### config.mk
export PLATFORM = sky130hd
export DESIGN_NAME = ripple_carry_adder_rca_4bit
export DESIGN_NICKNAME = d
export VERILOG_FILES = /design/src/rtl/ripple_carry_adder_rca_4bit_pkg.sv /design/src/rtl/ripple_carry_adder_rca_4bit_full_adder.sv /design/src/rtl/ripple_carry_adder_rca_4bit.sv
export SDC_FILE = /design/constraint.sdc
export NUM_CORES = 1
export LEC_CHECK = 0
export ABC_AREA = 1
export ABC_CLOCK_PERIOD_IN_PS = 2700
export CAP_MARGIN = 0
export CORE_AREA = 4 4 41 43
export DETAILED_ROUTE_END_ITERATION = 6
export DIE_AREA = 0 0 45 47
export PLACE_DENSITY = 0.64
export SETUP_SLACK_MARGIN = 0.5
export SYNTH_ARGS = -nofsm -noshare
export SYNTH_HDL_FRONTEND = slang
export SYNTH_SLANG_ARGS = --single-unit
### constraint.sdc
create_clock -name clk -period 2.7 [get_ports clk]
set_clock_uncertainty 0.2 [all_clocks]
set_input_delay 0.405 -clock clk [delete_from_list [all_inputs] [get_ports clk]]
set_output_delay 0.405 -clock clk [all_outputs]
set_load 0.01 [all_outputs]
### src/rtl/ripple_carry_adder_rca_4bit_pkg.sv
// Shared constants for the registered ripple-carry adder.
// Holds the default operand width and the largest width the adder supports.
package ripple_carry_adder_rca_4bit_pkg;

   localparam int DEFAULT_WIDTH = 4;
   localparam int MAX_WIDTH     = 32;

endpackage

### src/rtl/ripple_carry_adder_rca_4bit_full_adder.sv
// One-bit combinational full adder.
// The top level chains WIDTH of these to form the carry ripple.
module full_adder (
   input  logic a,
   input  logic b,
   input  logic cin,
   output logic s,
   output logic cout
);

   logic half_sum;

   assign half_sum = a ^ b;
   assign s        = half_sum ^ cin;
   assign cout     = (a & b) | (cin & half_sum);

endmodule

### src/rtl/ripple_carry_adder_rca_4bit.sv
// Registered ripple-carry adder computing A + B + C_in.
// Sum and carry-out appear from registers one clock after the operands are sampled.
module ripple_carry_adder_rca_4bit
   import ripple_carry_adder_rca_4bit_pkg::*;
#(
   parameter int WIDTH = DEFAULT_WIDTH
) (
   input  logic             clk,
   input  logic             rst_n,
   input  logic [WIDTH-1:0] A,
   input  logic [WIDTH-1:0] B,
   input  logic             C_in,
   input  logic             in_valid,
   output logic [WIDTH-1:0] S,
   output logic             C_out,
   output logic             out_valid
);

   generate
      if (WIDTH < 1 || WIDTH > MAX_WIDTH) begin : g_width_check
         $error("ripple_carry_adder_rca_4bit: WIDTH %0d outside 1..%0d", WIDTH, MAX_WIDTH);
      end
   endgenerate

   logic [WIDTH:0]   carry;
   logic [WIDTH-1:0] sum_comb;

   assign carry[0] = C_in;

   // Carry ripples bit-serially through one full adder per bit.
   generate
      for (genvar i = 0; i < WIDTH; i++) begin : g_stage
         full_adder u_fa (
            .a    (A[i]),
            .b    (B[i]),
            .cin  (carry[i]),
            .s    (sum_comb[i]),
            .cout (carry[i+1])
         );
      end
   endgenerate

   // Results load only on valid input; out_valid tracks whether this cycle's input was valid.
   always_ff @(posedge clk) begin
      if (!rst_n) begin
         S         <= '0;
         C_out     <= 1'b0;
         out_valid <= 1'b0;
      end else if (in_valid) begin
         S         <= sum_comb;
         C_out     <= carry[WIDTH];
         out_valid <= 1'b1;
      end else begin
         out_valid <= 1'b0;
      end
   end

endmodule

==> results of run 1 <==
[Yosys cell counts (all sizes together)]
library cell	count
nand2	11
nor2	10
buf	1
inv	10
fa	4
dfxtp	6
[per-stage QoR]
stage | instance area, µm² | total power, mW | cells | worst slack [ns] | TNS [ns]
global route | 544.3 | 0.2660 | 76 | 0.5030 | 0
CTS | 541.8 | 0.2552 | 76 | 0.5020 | 0
global placement | 513.0 | 0.1688 | 73 | -0.05406 | -0.05406
detailed placement | 513.0 | 0.1702 | 73 | -0.06544 | -0.06544
floorplan | 335.3 | 0.1339 | 42 | 0.4950 | 0
finish | 544.3 | 0.2485 | 76 | 0.5749 | 0
[power by group]
group / internal [mW] / switching (mW) / total, mW
Clock: 0.0500 / 0.0287 / 0.0787
Sequential: 0.0967 / 0.00326 / 0.100
Combinational: 0.0399 / 0.0299 / 0.0698
Total: 0.187 / 0.0618 / 0.248
[worst register-to-register path, cell delays in order (launching register included)]
cell and delay [ns]:
dfxtp_1 0.30, nor2_1 0.09, nor2_1 0.06
[flip-flops by register name, indices dropped and copies added, names as in the netlist]
signal	flops
C_out	1
S	4
out_valid	1
[worst paths after layout]
path,to,slack (ns),cells past startpoint
worst min register to register,S[2],0.27,2
worst max register to register,S[3],1.95,2
worst max-delay path,S[3],0.57,11
worst min-delay path,S[2],0.27,2
[cell type report]
cell class,instances,area share
clock buffer,3,0.04138
inverter,10,0.07816
multi-input combinational,25,0.3103
sequential,6,0.2207
tap,15,0.03448
timing repair buffer,17,0.3149
[timing repair]
action | in CTS | in global routing
endpoints found under the hold margin | 0 | 0
pin swaps | 5 | 5
gates resized for setup | 22 | 1
endpoints found under the setup margin | 3 | 1
cloned | 0 | 0
hold buffers | 0 | 0
[layer usage]
metal | track usage | vias to the layer above
met4 | 0.1228 | 0
met2 | 0.1130 | 17
li1 | - | 153
met1 | 0.06744 | 127
met3 | 0.01533 | 2
met5 | 0 | -
[kinds of logic (layout without fill, tap and decap cells)]
kind of cell,Yosys count,in the layout
adder cells (fa/ha/maj),4,4
buffers and inverters,11,30
flip-flops,6,6
AND/OR/NAND/NOR,21,21
==> results.sh, run 1 <==
export IMPL_required_ns=2.68
export IMPL_routed_top_layer="met4"
export IMPL_grt_remaining_overflow=0
export IMPL_met3_length_um=88
export IMPL_vias=299
export IMPL_io_pins=18
export IMPL_synth_simple_area_share=0.2462
export IMPL_slew_headroom=0.7413
export IMPL_final_cell_mix="clkdlybuf4s50_1 (12), nor2_1 (10), nand2_1 (10), dfxtp_1 (6), inv_1 (5)"
export IMPL_syn_area_um2=330.3
export IMPL_dieArea_um2=2115
export IMPL_crit_slowest_cell="fa_1"
export IMPL_hpwl_um=499.5
export IMPL_drv_slew=0
export IMPL_drive_above_1_share=0.2459
export IMPL_ys_warn_count=0
export IMPL_critPathTopFamily="adder cells"
export IMPL_worst_slew_pin_transition_ns=0.3869
export IMPL_multi_input_comb_area_um2=168.9
export IMPL_port_buffers=17
export IMPL_post_route_period_util=0.7871
export IMPL_grt_use_total=0.07484
export IMPL_drtIter0Drc=5
export IMPL_layout_nets=79
export IMPL_synth_top_family_by_area="simple AND/OR/NAND/NOR gates"
export IMPL_antenna_cells=0
export IMPL_coreArea_um2=1301
export IMPL_yosys_register_bits=6
export IMPL_slowest_delay_ns=0.39
export IMPL_tritoncts="done"
export IMPL_syn_instance_count=42
export IMPL_drv_cap=0
export IMPL_arrival_ns=2.10
export IMPL_cts_num_sinks=6
export IMPL_grt_pass1_wl_um=1014
export IMPL_antenna_found_initial=0
export IMPL_register_area_um2=120.1
export IMPL_syn_nets=58
export IMPL_crit_buf_inv=4
export IMPL_crit_fanout=1
export IMPL_final_common_cell="clkdlybuf4s50_1"
export IMPL_syn_area_per_cell_um2=7.865
export IMPL_period_minus_slack_ns=2.125
export IMPL_crit_start="B[0]"
export IMPL_wl_per_cell_um=8.053
export IMPL_syn2layout_area_growth_pct=64.77
export IMPL_initial_core_util=0.2538
export IMPL_p_leak_nw=0.2644
export IMPL_crit_type="in2reg"
export IMPL_fin_util=0.4183
export IMPL_root_buffer="clkbuf_4"
export IMPL_clkSlewWorstSetupHoldPaths_ns=0.04
export IMPL_synthMuxAreaShare=0
export IMPL_status="finished clean"
export IMPL_route_detailed_drc=0
export IMPL_clk_latency_ns=0.24
export IMPL_rows=13
export IMPL_synth_top_cell_by_area="dfxtp_1"
export IMPL_via_per_inst=3.934
export IMPL_fillers=146
export IMPL_cts_buffer_depth=2
export IMPL_holdWs_ns=0.2653
export IMPL_yosysTopAreaCellShare=0.3636
export IMPL_yosys_area_share_adder=0.2424
export IMPL_r2r_start="S[3]"
export IMPL_synthDistinctLibCells=7
export IMPL_synth_xor_area_share=0
export IMPL_fmax_mhz=470.6
export IMPL_wl_um=612
export IMPL_gp_congestion=0.6077
export IMPL_ant_nets=0
export IMPL_cts_buffers=3
export IMPL_peakVddDrop_v=0.0001500
export IMPL_die_y_um=47
export IMPL_dieWidth_um=45
export IMPL_grt_max_degree=12
export IMPL_rsz0062_at_grt="no"
export IMPL_min_path_type="reg2reg"
export IMPL_hold_viol_final=0
export IMPL_synth_compound_area_frac=0
export IMPL_drt_met1_wl_um=229
export IMPL_worstPathCellList="buf_6 > inv_4 > fa_2 > inv_2 > fa_2 > fa_2 > inv_2 > fa_1 > nand2_1 > nand2_1 > nor2_1"
export IMPL_yosysSeqAreaShare=0.3636
export IMPL_power_density_nw_per_um2=456.5
export IMPL_worstHoldStart="S[2]"
export IMPL_wl_met2_um=274
export IMPL_first_global_vias=277
export IMPL_postCtsSetupBuffers=0
export IMPL_htreeDepth=1
export IMPL_crit_path_frequent_cell="fa_2"
export IMPL_endpoint_kind="register"
export IMPL_synthTopCellsByArea="dfxtp_1 (36%), fa_1 (24%), inv_1 (11%), nand2_1 (11%), nor2_1 (11%)"
export IMPL_drtPass1Iterations=4
export IMPL_setup_violations_final=0
export IMPL_worstSetupStartpointType="input port"
(Power assumes the default switching activity.)
==> inputs of run 2 (changes only) <==
- ABC_CLOCK_PERIOD_IN_PS: 2700 -> 2000
- clock period: 2.7 -> 2 ns (I/O delays scaled with it)
==> run 2 against run 1 <==
Compared with the run above:
- the flow now finishes with violations (setup timing)
- sequential power increased by 35%
- die area is the same
- worst setup slack worse by 0.58 ns
- global-route usage is 0.056 points higher
- core utilization grew 0.96 points
- critical path depth stayed put
- worst hold slack better by 0.0021 ns
- clock power rose by 39%
- critical path type unchanged
- largest cell class unchanged
==> results.sh, run 2 (same netlist as run 1, synthesis figures left out) <==
export IMPL_status="finished with violations"
export IMPL_violations="setup timing"
export IMPL_tritoncts="done"
export IMPL_final_cell_area_um2=556.8
export IMPL_dieWidth_um=45
export IMPL_antenna_found_initial=0
export IMPL_placed_cell_area_um2=533.0
export IMPL_drtPass1Iterations=2
export IMPL_power_density_nw_per_um2=606.2
export IMPL_wl_um=608
export IMPL_dpl_cell_count=73
export IMPL_setup_violations_final=1
export IMPL_crit_fanout=1
export IMPL_register_area_um2=120.1
export IMPL_htreeDepth=1
export IMPL_arrival_ns=1.98
export IMPL_worstSetupStartpointType="input port"
export IMPL_via_per_inst=3.816
export IMPL_worstPathCellList="buf_8 > inv_12 > fa_2 > inv_2 > fa_2 > fa_2 > inv_2 > fa_1 > nand2_1 > nand2_1 > nor2_1"
export IMPL_stdcell_count=76
export IMPL_slowest_delay_ns=0.39
export IMPL_grt_max_degree=12
export IMPL_coreArea_um2=1301
export IMPL_grt_use_total=0.07540
export IMPL_peakVddDrop_v=0.0004035
export IMPL_cts_buffers=3
export IMPL_final_cell_mix="nor2_1 (10), nand2_1 (10), dlygate4sd2_1 (8), dfxtp_1 (6), clkdlybuf4s50_1 (6)"
export IMPL_largest_reg_flops=4
export IMPL_drtIter0Drc=2
export IMPL_clk_latency_ns=0.24
export IMPL_top_register="S"
export IMPL_grt_remaining_overflow=0
export IMPL_worst_slew_pin_transition_ns=0.3767
export IMPL_period_minus_slack_ns=2.000
export IMPL_crit_path_frequent_cell="fa_2"
export IMPL_root_buffer="clkbuf_4"
export IMPL_timing_final_ws_setup_ns=-0.0004206
export IMPL_crit_buf_inv=4
export IMPL_vias=290
export IMPL_ant_nets=0
export IMPL_cts_num_sinks=6
export IMPL_hpwl_um=497.8
export IMPL_wl_per_cell_um=8.000
export IMPL_tns_ns=-0.0004206
export IMPL_critPathTopFamily="adder cells"
export IMPL_drv_slew=0
export IMPL_pre_cts_slack_ns=-0.7701
export IMPL_finalPower_uw=337.5
export IMPL_die_y_um=47
export IMPL_fmax_mhz=499.9
export IMPL_antenna_cells=0
export IMPL_rows=13
export IMPL_route_detailed_drc=0
export IMPL_clkSlewWorstSetupHoldPaths_ns=0.04
export IMPL_first_global_vias=240
export IMPL_rsz0062_at_grt="yes"
export IMPL_initial_core_util=0.2538
export IMPL_hold_viol_final=0
export IMPL_drv_cap=0
export IMPL_gp_congestion=0.6248
export IMPL_io_pins=18
export IMPL_grt_pass1_wl_um=972
export IMPL_cts_hold_buffers=0
export IMPL_required_ns=1.98
export IMPL_p_leak_nw=0.2868
export IMPL_syn2layout_area_growth_pct=68.56
export IMPL_crit_type="in2reg"
export IMPL_slew_headroom=0.7481
export IMPL_post_route_period_util=1.000
export IMPL_endpoint_kind="register"
export IMPL_port_buffers=17
export IMPL_fillers=155
export IMPL_multi_input_comb_area_um2=168.9
export IMPL_dieArea_um2=2115
export IMPL_crit_slowest_cell="fa_1"
export IMPL_min_path_type="reg2reg"
export IMPL_reg_top3="S (4), C_out (1), out_valid (1)"
export IMPL_drive_above_1_share=0.2787
export IMPL_layout_nets=79
export IMPL_cts_buffer_depth=2
run 2: routing by layer:
layer	up-vias	wire length (µm)	track usage	part of all wire
met5	-	0	0	0
met1	122	278	0.07834	0.46
met2	11	255	0.09605	0.42
met4	0	9	0.05263	0.015
met3	2	65	0.06897	0.11
li1	155	-	-	-
run 2: path summary, 6_finish.rpt:
check	depth (start not counted)	slack (ns)	startpoint	endpoint
max reg2reg	2	1.24	S[3]	S[3]
min	2	0.27	C_out	C_out
min reg2reg	2	0.27	C_out	C_out
max	11	-0.0004	A[0]	S[3]
run 2: final cells by class:
type                    instances  share of cell area
inverters                      10             0.09888
flip-flops and latches          6              0.2157
multi-input cells              25              0.3034
clock buffers                   3             0.04045
repair buffers                 17              0.3079
well taps                      15             0.03371
run 2: worst min-delay path: cells and delay by family (launching register included):
kind          cells  cell delay, ns
flops             1            0.30
simple gates      2            0.13
run 2: what timing repair did:
| action | in CTS | in global routing |
|---|---|---|
| endpoints found under the setup margin | 11 | 4 |
| gates resized for setup | 27 | 3 |
| buffers inserted | 0 | 0 |
| pin swaps | 6 | 5 |
run 2: report_power, final:
part | switching [mW] | leakage, nW | internal (mW)
Clock | 0.0417 | 0.0138 | 0.0678
Sequential | 0.00460 | 0.0499 | 0.130
Combinational | 0.0424 | 0.223 | 0.0507
run 2: per-stage QoR:
stage                 util  hold WS, ns
finish              0.4279       0.2674
global route        0.4279       0.2879
CTS                 0.4250       0.2705
detailed placement  0.4096       0.2633
global placement    0.4096       0.2587
floorplan                -       0.1976
